$ cat src/rtl/pixie_pkg.sv
// ============================================================================
// pixie_pkg : shared types and NTSC timing defaults for the Pixie scheduler
// Rev 1.0   : initial release
// ============================================================================
`default_nettype none

package pixie_pkg;

  typedef enum logic [1:0] {
    ST_BLANK    = 2'd0,
    ST_INT_PEND = 2'd1,
    ST_GAP      = 2'd2,
    ST_BURST    = 2'd3
  } pixie_state_e;

  localparam logic [1:0] SC_FETCH     = 2'b00;
  localparam logic [1:0] SC_EXECUTE   = 2'b01;
  localparam logic [1:0] SC_DMA       = 2'b10;
  localparam logic [1:0] SC_INTERRUPT = 2'b11;

  localparam int NTSC_CYCLES_PER_LINE = 14;
  localparam int NTSC_LINES_PER_FRAME = 262;
  localparam int NTSC_INT_LINE        = 62;
  localparam int NTSC_DISPLAY_START   = 64;
  localparam int NTSC_DISPLAY_LINES   = 128;

  localparam int DEF_DMA_START_CYCLE  = 2;
  localparam int DEF_DMA_CYCLES       = 8;
  localparam int DEF_LINE_REPEAT      = 4;
  localparam int DEF_EF_LEAD          = 4;

  function automatic logic sc_is_dma(input logic [1:0] sc);
    case (sc)
      SC_DMA:                              return 1'b1;
      SC_FETCH, SC_EXECUTE, SC_INTERRUPT:  return 1'b0;
      default:                             return 1'b0;
    endcase
  endfunction

  function automatic logic in_window(input int v, input int lo, input int hi);
    return (v >= lo) && (v <= hi);
  endfunction

endpackage

`default_nettype wire

$ cat src/rtl/pixie_line_timer.sv
// ============================================================================
// pixie_line_timer : machine-cycle / scanline counters with line/frame pulses
// Rev 1.0          : initial release
// ============================================================================
`default_nettype none

module pixie_line_timer
  import pixie_pkg::*;
#(
  parameter int CYCLES_PER_LINE = NTSC_CYCLES_PER_LINE,
  parameter int LINES_PER_FRAME = NTSC_LINES_PER_FRAME
) (
  input  logic                               clk_i,
  input  logic                               reset_i,
  input  logic                               tick_i,
  output logic [$clog2(CYCLES_PER_LINE)-1:0] cyc_o,
  output logic [$clog2(LINES_PER_FRAME)-1:0] line_o,
  output logic [$clog2(LINES_PER_FRAME)-1:0] line_nxt_o,
  output logic                               last_cyc_o,
  output logic                               line_start_o,
  output logic                               frame_start_o
);

  localparam int CW = $clog2(CYCLES_PER_LINE);
  localparam int LW = $clog2(LINES_PER_FRAME);
  localparam logic [CW-1:0] CYC_LAST  = CW'(CYCLES_PER_LINE - 1);
  localparam logic [CW-1:0] CYC_ONE   = CW'(1);
  localparam logic [LW-1:0] LINE_LAST = LW'(LINES_PER_FRAME - 1);
  localparam logic [LW-1:0] LINE_ONE  = LW'(1);

  logic [CW-1:0] cyc_q, cyc_d;
  logic [LW-1:0] line_q, line_d;
  logic          line_start_q, frame_start_q;
  logic          w_last_cyc, w_last_line;

  always_comb begin
    w_last_cyc  = (cyc_q == CYC_LAST);
    w_last_line = (line_q == LINE_LAST);
    cyc_d       = cyc_q;
    line_d      = line_q;
    if (tick_i) begin
      cyc_d = w_last_cyc ? '0 : cyc_q + CYC_ONE;
      if (w_last_cyc) begin
        line_d = w_last_line ? '0 : line_q + LINE_ONE;
      end
    end
  end

  always_ff @(posedge clk_i or posedge reset_i) begin
    if (reset_i) begin
      cyc_q         <= '0;
      line_q        <= '0;
      line_start_q  <= 1'b0;
      frame_start_q <= 1'b0;
    end else begin
      cyc_q         <= cyc_d;
      line_q        <= line_d;
      // Pulses last one clk, not one tick
      line_start_q  <= tick_i && w_last_cyc;
      frame_start_q <= tick_i && w_last_cyc && w_last_line;
    end
  end

  assign cyc_o         = cyc_q;
  assign line_o        = line_q;
  assign line_nxt_o    = line_d;
  assign last_cyc_o    = w_last_cyc;
  assign line_start_o  = line_start_q;
  assign frame_start_o = frame_start_q;

endmodule

`default_nettype wire

$ cat src/rtl/pixie_dma_scheduler.sv
// ============================================================================
// pixie_dma_scheduler : CDP1861-style DMA/INT/EF scheduler and fb capture
// Rev 1.0             : initial release
// ============================================================================
`default_nettype none

module pixie_dma_scheduler
  import pixie_pkg::*;
#(
  parameter int CYCLES_PER_LINE = NTSC_CYCLES_PER_LINE,
  parameter int LINES_PER_FRAME = NTSC_LINES_PER_FRAME,
  parameter int INT_LINE        = NTSC_INT_LINE,
  parameter int DISPLAY_START   = NTSC_DISPLAY_START,
  parameter int DISPLAY_LINES   = NTSC_DISPLAY_LINES,
  parameter int DMA_START_CYCLE = DEF_DMA_START_CYCLE,
  parameter int DMA_CYCLES      = DEF_DMA_CYCLES,
  parameter int LINE_REPEAT     = DEF_LINE_REPEAT,
  parameter int EF_LEAD         = DEF_EF_LEAD
) (
  input  logic       clk,
  input  logic       reset,
  input  logic       clk_enable,
  input  logic [1:0] SC,
  input  logic       disp_on,
  input  logic       disp_off,
  input  logic [7:0] data_in,
  output logic       DMAO,
  output logic       INT,
  output logic       EFx,
  output logic       fb_we,
  output logic [7:0] fb_waddr,
  output logic [7:0] fb_wdata,
  output logic       line_start,
  output logic       frame_start,
  output logic       display_enabled,
  output logic [7:0] dma_miss_cnt
);

  localparam int CW = $clog2(CYCLES_PER_LINE);
  localparam int LW = $clog2(LINES_PER_FRAME);
  localparam int BW = (DMA_CYCLES > 1) ? $clog2(DMA_CYCLES) : 1;

  localparam logic [LW-1:0] ARM_LINE    = LW'(INT_LINE - 1);
  localparam logic [LW-1:0] INT_FIRST   = LW'(INT_LINE);
  localparam logic [LW-1:0] DISP_FIRST  = LW'(DISPLAY_START);
  localparam logic [LW-1:0] DISP_LAST   = LW'(DISPLAY_START + DISPLAY_LINES - 1);
  localparam logic [CW-1:0] DMA_PRE_CYC = CW'(DMA_START_CYCLE - 1);
  localparam logic [BW-1:0] BYTE_LAST   = BW'(DMA_CYCLES - 1);
  localparam logic [BW-1:0] BYTE_ONE    = BW'(1);

  logic [CW-1:0] w_cyc;
  logic [LW-1:0] w_line, w_line_nxt;
  logic          w_last_cyc;
  logic          w_on, w_off, w_arm_tick, w_ef_low_nxt, w_sc_dma;
  logic [7:0]    w_waddr;
  int            w_row;

  pixie_state_e  state_q;
  logic          disp_en_q;
  logic          armed_q, armed_d;
  logic [BW-1:0] byte_idx_q;
  logic          dmao_q, int_q, efx_q, fb_we_q;
  logic [7:0]    fb_waddr_q, fb_wdata_q, miss_q;

  pixie_line_timer #(
    .CYCLES_PER_LINE (CYCLES_PER_LINE),
    .LINES_PER_FRAME (LINES_PER_FRAME)
  ) u_timer (
    .clk_i         (clk),
    .reset_i       (reset),
    .tick_i        (clk_enable),
    .cyc_o         (w_cyc),
    .line_o        (w_line),
    .line_nxt_o    (w_line_nxt),
    .last_cyc_o    (w_last_cyc),
    .line_start_o  (line_start),
    .frame_start_o (frame_start)
  );

  always_comb begin
    w_on       = clk_enable && disp_on;
    w_off      = clk_enable && disp_off;
    w_sc_dma   = sc_is_dma(SC);
    w_arm_tick = clk_enable && w_last_cyc && (w_line == ARM_LINE);
    // Arming samples the enable state that was in force before this tick
    armed_d    = w_arm_tick ? disp_en_q : armed_q;
    w_row      = (int'(w_line) - DISPLAY_START) / LINE_REPEAT;
    w_waddr    = 8'(w_row * DMA_CYCLES + int'(byte_idx_q));
    w_ef_low_nxt =
        in_window(int'(w_line_nxt), DISPLAY_START - EF_LEAD, DISPLAY_START - 1) ||
        in_window(int'(w_line_nxt), DISPLAY_START + DISPLAY_LINES - EF_LEAD,
                  DISPLAY_START + DISPLAY_LINES - 1);
  end

  always_ff @(posedge clk or posedge reset) begin
    if (reset) begin
      disp_en_q <= 1'b0;
    end else if (w_on) begin
      disp_en_q <= 1'b1;
    end else if (w_off) begin
      disp_en_q <= 1'b0;
    end
  end

  always_ff @(posedge clk or posedge reset) begin
    if (reset) begin
      state_q    <= ST_BLANK;
      armed_q    <= 1'b0;
      byte_idx_q <= '0;
      dmao_q     <= 1'b1;
      int_q      <= 1'b0;
      efx_q      <= 1'b1;
      fb_we_q    <= 1'b0;
      fb_waddr_q <= 8'd0;
      fb_wdata_q <= 8'd0;
      miss_q     <= 8'd0;
    end else begin
      fb_we_q <= 1'b0;
      armed_q <= armed_d;
      if (clk_enable) begin
        efx_q <= !w_ef_low_nxt;
        if (w_on) begin
          miss_q <= 8'd0;
        end
        case (state_q)
          ST_BLANK: begin
            if (w_last_cyc && (w_line_nxt == INT_FIRST) && armed_d) begin
              state_q <= ST_INT_PEND;
              int_q   <= 1'b1;
            end
          end
          ST_INT_PEND: begin
            if (w_last_cyc && (w_line_nxt == DISP_FIRST)) begin
              state_q <= ST_GAP;
              int_q   <= 1'b0;
            end
          end
          ST_GAP: begin
            if (w_last_cyc && (w_line == DISP_LAST)) begin
              state_q <= ST_BLANK;
            end else if (w_cyc == DMA_PRE_CYC) begin
              state_q    <= ST_BURST;
              dmao_q     <= 1'b0;
              byte_idx_q <= '0;
            end
          end
          ST_BURST: begin
            if (w_sc_dma) begin
              fb_we_q    <= 1'b1;
              fb_wdata_q <= data_in;
              fb_waddr_q <= w_waddr;
            end else if (!w_on && (miss_q != 8'hFF)) begin
              miss_q <= miss_q + 8'd1;
            end
            // Slot index advances even on a miss so addresses stay slot-locked
            byte_idx_q <= byte_idx_q + BYTE_ONE;
            if (byte_idx_q == BYTE_LAST) begin
              state_q <= ST_GAP;
              dmao_q  <= 1'b1;
            end
          end
          default: state_q <= ST_BLANK;
        endcase
      end
    end
  end

  assign DMAO            = dmao_q;
  assign INT             = int_q;
  assign EFx             = efx_q;
  assign fb_we           = fb_we_q;
  assign fb_waddr        = fb_waddr_q;
  assign fb_wdata        = fb_wdata_q;
  assign display_enabled = disp_en_q;
  assign dma_miss_cnt    = miss_q;

endmodule

`default_nettype wire

$ cat config.mk
export PLATFORM = sky130hd
export DESIGN_NAME = pixie_dma_scheduler
export DESIGN_NICKNAME = d
export VERILOG_FILES = /design/src/rtl/pixie_pkg.sv /design/src/rtl/pixie_line_timer.sv /design/src/rtl/pixie_dma_scheduler.sv
export SDC_FILE = /design/constraint.sdc
export NUM_CORES = 1
export LEC_CHECK = 0
export BUFFER_PORTS_ARGS = -buffer_cell sky130_fd_sc_hd__buf_2
export CORE_MARGIN = 10
export CORE_UTILIZATION = 45
export CTS_CLUSTER_SIZE = 40
export DETAILED_ROUTE_END_ITERATION = 7
export PLACE_DENSITY = 0.67
export RECOVER_POWER = 50
export SYNTH_ARGS = -nofsm -noshare
export SYNTH_HDL_FRONTEND = slang
export SYNTH_HIERARCHICAL = 1
export SYNTH_SLANG_ARGS = --single-unit
$ cat constraint.sdc
create_clock -name clk -period 2.35 [get_ports clk]
set_input_delay 0.1175 -clock clk [delete_from_list [all_inputs] [get_ports clk]]
set_output_delay 0.1175 -clock clk [all_outputs]
set_load 0.005 [all_outputs]
==> reports/summary.txt, run 1 <==
Status - completed
Count of vias placed by the detailed router - 1923
Final setup violation count - 0
Final design utilization - 0.559
Residual overflow from global routing - 0
Number of enable-type register cells in the synthesized netlist - 0
Detail-routed net length per standard cell - 15.7 um
Most used flip-flop cell after synthesis - dfrtp_1
Post-synthesis average cell area - 11.3 um2
Count of different cell masters after synthesis - 54
Max Cap Viol - 0
Violation count after the first detailed-routing iteration - 70
Leakage power of the design - 1.47 nW
Critical path capture point type - flip-flop
Largest net degree at the start of global routing - 36
Global placement routability congestion - 0.823
Cell area after synthesis - 0.00252 mm2
Initial Utilization - 0.460
Register area share after synthesis - 0.498
Horizontal die dimension - 94.8 um
Fraction of final layout cells sized beyond drive strength 1 - 0.380
Total GRT Usage - 0.125
Required time reported for the critical path endpoint - 2.55 ns
Syn Inst Count - 222
Sequential cell area - 0.00126 mm2
Full die area - 0.00899 mm2
Area taken by multi-input logic gates - 0.00124 mm2
Antenna diode count - 0
Class of the tightest hold or removal check - input port to flip-flop
Worst IR Drop VDD - 0.318 mV
Sum of net half-perimeters after detailed placement - 4080 um
Pin slew with the least headroom to its limit - 0.865 ns
Number of sinks on the clock net - 50
Placed cells - 343
Remaining antenna violation count - 0
Clk pin slew, worst setup/hold paths - 0.10 ns
Max transition margin - 0.423
WL final - 5600 um
Fin crit share - 0.950
Area Growth Syn to Fin - 21.5%
Flip-flop and latch count after synthesis - 50
Largest fanout on the critical path - 5
Synthesized net count - 244
Async set-reset flop share out of synthesis - 1.00
Clock Skews - 0.00715 ns
Number of antenna violations at the first check in global routing - 0
Clock tree buffer depth - 2
Number of pins with negative max-slew slack in the final report - 0
Global-route wire length before repair - 9160 um
Leading cell type in the layout, fill and taps excluded - dfrtp_1
First drt pass iteration count - 4
Vias in the first global route - 1951
Layout Nets - 305
Number of standard-cell rows in the floorplan - 27
DRC Markers - 0
Filler cell count - 502
Final Instance Count excl. Fillers - 356
Buffers on Ports - 45
Clock tree from TritonCTS - built
Number of hold violations in the final report - 0
Max Freq - 448 MHz
# IOs - 46
Core Footprint - 0.00547 mm2
H-tree depth reported by CTS - 2
Data arrival time at the worst-slack endpoint - 2.43 ns
Setup CP Type - flip-flop to flip-flop
Number of buffers added by the clock tree synthesis step - 5
Latest clock arrival within the worst-skew pair - 0.31 ns
Power density of the placed cells - 661 mW/mm2
Vias per std cell - 5.40
Kind of launch point of the worst setup path - flip-flop
Count of warnings emitted by yosys - 6
Clock root buffer - clkbuf_8
Die height - 94.8 um
Commonest non-fill, non-tap cells in the layout - 43 x dfrtp_1, 36 x buf_2, 18 x nand2_1
Min cycle time layout - 2.23 ns
==> power breakdown <==
part	internal, mW	switching, mW	leakage (nW)	total [mW]
logic	0.164	0.229	0.743	0.393
clock network	0.323	0.302	0.0587	0.625
registers	0.927	0.0775	0.670	1.00
==> logic make-up after synthesis <==
logic type / after synthesis / synth area share
compound gates: 35 / 0.102
buf+inv: 12 / 0.0303
xor+xnor: 10 / 0.0348
mux: 18 / 0.0795
simple gates: 90 / 0.221
fa+ha+maj: 7 / 0.0348
flops: 50 / 0.498
==> path summary, 6_finish.rpt <==
| path | start | endpoint | slack (ns) | cells past startpoint |
|---|---|---|---|---|
| min in group asynchronous | reset | u_timer/frame_start_o | 0.38 | 3 |
| min | data_in[6] | fb_wdata[6] | 0.03 | 2 |
| max reg2reg | u_timer/line_o[3] | INT | 0.12 | 9 |
| min reg2reg | EFx | EFx | 0.50 | 2 |
| max in group asynchronous | reset | dma_miss_cnt[3] | 1.21 | 4 |
| max | u_timer/line_o[3] | INT | 0.12 | 9 |
==> cell usage after synthesis, drive strengths merged, types with 5 or more instances <==
master,number,area (um2)
dfrtp,48,1200
nand2,20,80.1
mux2,16,180
nand3,16,80.1
nor2,14,60.1
nor4,9,77.6
o21ai,9,45.0
ha,7,87.6
nand4,7,50.1
inv,6,22.5
a21oi,5,25.0
buf,5,50.0
xnor2,5,43.8
xor2,5,43.8
==> worst max-delay path: stages, from the launching register on <==
cell	delay, ns
dfrtp_1	0.46
buf_4	0.18
nor4bb_1	0.32
nand2_1	0.16
o21ai_1	0.18
mux2i_2	0.14
nor4bb_4	0.30
nand3_1	0.16
o21ai_1	0.15
o21ai_0	0.08
==> through the flow <==
step                power [mW]  setup slack [ns]  TNS, ns  hold slack, ns  area [um2]
global placement          1.38            0.0517        0           0.206        2860
global route              2.15           -0.0567  -0.0699          0.0217        3060
finish                    2.02             0.118        0          0.0301        3060
floorplan                 1.24             0.283        0          0.0190        2520
CTS                       2.03            0.0505        0          0.0234        2990
detailed placement        1.39            0.0298        0           0.218        2860
==> registers in the layout, summed over array words and instances (netlist names) <==
register               flops
DMAO                       1
EFx                        1
INT                        1
armed_q                    1
byte_idx_q                 3
display_enabled            1
dma_miss_cnt               8
fb_waddr                   8
fb_wdata                   8
fb_we                      1
state_q                    2
u_timer/cyc_o              4
u_timer/frame_start_o      1
u_timer/line_o             9
u_timer/line_start_o       1
==> metal layers <==
layer,share of wire,track usage
met2,0.49,0.204
met3,0.059,0.0397
met1,0.43,0.151
met5,0,0
met4,0.012,0.0436
==> cell type report <==
cell class                      instances  share of cell area
Tap cell                               72              0.0294
Timing Repair Buffer                   60               0.107
Clock buffer                            5              0.0225
Multi-Input combinational cell        160               0.407
Clock inverter                          3              0.0155
Sequential cell                        50               0.412
Inverter                                6             0.00736
==> timing repair <==
item                                    in CTS  in global routing
hold buffers                                 1                  0
setup buffers                                0                  4
endpoints found under the hold margin       48                  0
endpoints found under the setup margin       1                  3
gates resized for setup                      1                 16
pin swaps                                    0                  8
No activity file was read; power rests on OpenSTA's default activity.
==> inputs of run 2 (changes only) <==
--- a/config.mk
+++ b/config.mk
@@ -10,9 +10,9 @@
 export CORE_UTILIZATION = 45
 export CTS_CLUSTER_SIZE = 40
 export DETAILED_ROUTE_END_ITERATION = 7
-export PLACE_DENSITY = 0.67
+export GPL_ROUTABILITY_DRIVEN = 0
+export PLACE_DENSITY = 0.66
 export RECOVER_POWER = 50
 export SYNTH_ARGS = -nofsm -noshare
 export SYNTH_HDL_FRONTEND = slang
-export SYNTH_HIERARCHICAL = 1
 export SYNTH_SLANG_ARGS = --single-unit
==> reports/summary.txt, run 2 <==
Status - completed
Required time reported for the critical path endpoint - 2.53 ns (-0.02 ns)
Detail-routed net length per standard cell - 15.5 um (-1.3%)
GR met3 Demand/Resource - 0.0444 (+0.00471)
Latest clock arrival within the worst-skew pair - 0.31 ns (about the same)
Sum of negative setup slack - 0 ns (unchanged)
Filler cell count - 500 (-0.40%)
Area Growth Syn to Fin - 23.4%
Cells taking the most area after synthesis - dfrtp_1 46%, mux2_2 7.3%, ha_1 3.8%
Buffers on Ports - 45 (unchanged)
Largest fanout on the critical path - 3 (-2)
Number of pins with negative max-slew slack in the final report - 0 (unchanged)
Top cells by instance count after synthesis - 48 x dfrtp_1, 21 x nand2_1, 17 x mux2_2, 14 x nor2_1
Initial Utilization - 0.468 (+0.00757)
Number of sinks on the clock net - 50 (unchanged)
Full die area - 0.00924 mm2 (+2.8%)
Leading area contributor after synthesis - dfrtp_1
CP Cell Sequence - inv_2 > ha_4 > or4b_1 > or4_4 > mux2_4 > o21a_4 > a41oi_2 > o21ai_1
Core Footprint - 0.00557 mm2 (+1.9%)
Max Cap Viol - 0 (unchanged)
Final Instance Count excl. Fillers - 389 (+9.3%)
DRC Markers - 0 (unchanged)
Kind of launch point of the worst setup path - flip-flop
Met2 track demand over resource in global routing - 0.214 (+0.00989)
RSZ-0062 raised after global routing - no
Async set-reset flop share out of synthesis - 1.00 (unchanged)
Register area share after synthesis - 0.481 (-0.0170)
Fin crit share - 0.965 (+0.0154)
Global-route wire length before repair - 9530 um (+4.1%)
Count of different cell masters after synthesis - 57 (+5.6%)
Largest net degree at the start of global routing - 51 (+42%)
Min cycle time layout - 2.27 ns (+0.0361 ns)
Antenna diode count - 0 (unchanged)
Clock tree buffer depth - 2 (unchanged)
Placed cells - 379 (+10%)
Fraction of final layout cells sized beyond drive strength 1 - 0.290 (-0.0901)
Clk pin slew, worst setup/hold paths - 0.10 ns (about the same)
Commonest non-fill, non-tap cells in the layout - 47 x dfrtp_1, 24 x buf_2, 23 x buf_4
Power density of the placed cells - 691 mW/mm2 (+4.5%)
Final setup violation count - 0 (unchanged)
Layout Nets - 339 (+11%)
Layer carrying the most global-route usage - met2
Count of vias placed by the detailed router - 2136 (+11%)
Placement Setup Slack - 0.00647 ns (-0.0233 ns)
Leakage power of the design - 1.49 nW (+1.1%)
Number of flip-flops under the largest register name - 9 (unchanged)
Die height - 96.1 um (+1.4%)
Most used flip-flop cell after synthesis - dfrtp_1
Data arrival time at the worst-slack endpoint - 2.45 ns (+0.02 ns)
Clock tree from TritonCTS - built
Number of standard-cell rows in the floorplan - 27 (unchanged)
Violation count after the first detailed-routing iteration - 140 (+100%)
Critical Path Max Stage Delay - 0.43 ns (-0.03 ns)
Global Route met1 Usage - 0.150 (-0.00180)
Horizontal die dimension - 96.1 um (+1.4%)
Setup CP Type - flip-flop to flip-flop
WL final - 6040 um (+7.9%)
Clock Skews - 0.00737 ns (+0.000217 ns)
Cell type of the slowest stage on the worst timing path - or4_4
Worst IR Drop VDD - 0.476 mV (+50%)
Cell with the most instances after synthesis - dfrtp_1
Syn Inst Count - 251 (+13%)
Vias in the first global route - 2138 (+9.6%)
Max transition margin - 0.164 (-0.259)
Number of buffers added by the clock tree synthesis step - 5 (unchanged)
Sum of net half-perimeters after detailed placement - 4360 um (+6.8%)
Critical path capture point type - flip-flop
Cell area after synthesis - 0.00261 mm2 (+3.5%)
Yosys top cell area share - 0.461 (-0.0162)
Remaining antenna violation count - 0 (unchanged)
Pin slew with the least headroom to its limit - 1.25 ns (+0.388 ns)
Number of hold violations in the final report - 0 (unchanged)
Max Freq - 441 MHz (-1.6%)
Residual overflow from global routing - 0 (unchanged)
Total GRT Usage - 0.128 (+0.00291)
Class of the tightest hold or removal check - input port to flip-flop
Synthesized net count - 274 (+12%)
Number of antenna violations at the first check in global routing - 0 (unchanged)
Vias per std cell - 5.49 (+1.7%)
First drt pass iteration count - 4 (unchanged)
Minimum setup slack in the final design - 0.0820 ns (-0.0361 ns)
Count of warnings emitted by yosys - 0 (-6)
Post-synthesis average cell area - 10.4 um2 (-8.4%)
Leading cell type in the layout, fill and taps excluded - dfrtp_1
Number of enable-type register cells in the synthesized netlist - 0 (unchanged)
# IOs - 46 (unchanged)
Clock root buffer - clkbuf_8
H-tree depth reported by CTS - 2 (unchanged)
Flip-flop and latch count after synthesis - 50 (unchanged)
-- run 2: cell count changes after synthesis, sizes merged, moves of 5 or more --
cell	before	now
a21oi	5	11
clkbuf	1	6
nor3	3	10
inv	6	11
nand3	16	10
nor4	9	4
-- run 2: cell families (layout without fill, tap and decap cells) --
group,count (synthesis),after routing,synth area share
AND/OR/NAND/NOR,86,86,0.177
AO/OA/AOI/OAI,52,52,0.145
buffers and inverters,26,92,0.0427
flip-flops,50,50,0.481
multiplexers,19,19,0.0830
XOR/XNOR,10,10,0.0336
adder cells (fa/ha/maj),8,8,0.0384
-- run 2: layout make-up --
cell class                 instances  area, um2  share of cell area
multi-input combinational        175       1320               0.409
sequential                        50       1250               0.390
timing repair buffer              71        390               0.121
tap                               72       90.1              0.0280
clock buffer                       5       68.8              0.0214
clock inverter                     3       48.8              0.0152
inverter                          13       48.8              0.0152
-- run 2: what timing repair did --
item,CTS,global route
buffers inserted,0,1
pin swaps,0,3
endpoints found under the setup margin,1,3
hold endpoints to repair,48,0
hold buffers,1,0
resized for setup,0,13
-- run 2: path summary, 6_finish.rpt --
| kind | slack, ns | cells after the start | endpoint | from |
|---|---|---|---|---|
| max | 0.08 | 8 | INT | u_timer.line_o[1] |
| min | 0.04 | 2 | fb_wdata[7] | data_in[7] |
| max reg2reg | 0.08 | 8 | INT | u_timer.line_o[1] |
| min reg2reg | 0.51 | 1 | fb_wdata[6] | fb_wdata[6] |
| max in group asynchronous | 0.75 | 4 | u_timer.line_o[0] | reset |
| min in group asynchronous | 0.76 | 4 | byte_idx_q[1] | reset |
-- run 2: critical path: cells and delay by family (launching register included) --
kind	cells	cell delay, ns
flip-flops	1	0.39
multiplexers	1	0.32
AND/OR/NAND/NOR	2	0.85
AO/OA/AOI/OAI	3	0.36
adder cells (fa/ha/maj)	1	0.13
buffers and inverters	1	0.09
-- run 2: metal layers --
layer	vias to the layer above	share of wire
li1	1040	-
met1	1030	0.44
met2	58	0.48
met3	8	0.065
met4	0	0.013
met5	-	0
-- run 2: stage by stage --
step	hold slack, ns	power [mW]	area [um2]	utilization
CTS	0.0230	2.23	3170	0.568
global route	0.0209	2.36	3220	0.577
floorplan	0.269	1.35	2610	-
detailed placement	0.326	1.59	3040	0.545
finish	0.0352	2.22	3220	0.577
global placement	0.322	1.57	3040	0.545
-- run 2: where the power goes --
part,internal (mW),switching (mW)
Clock,0.325,0.309
Sequential,0.940,0.0688
Combinational,0.262,0.317
Total,1.53,0.695
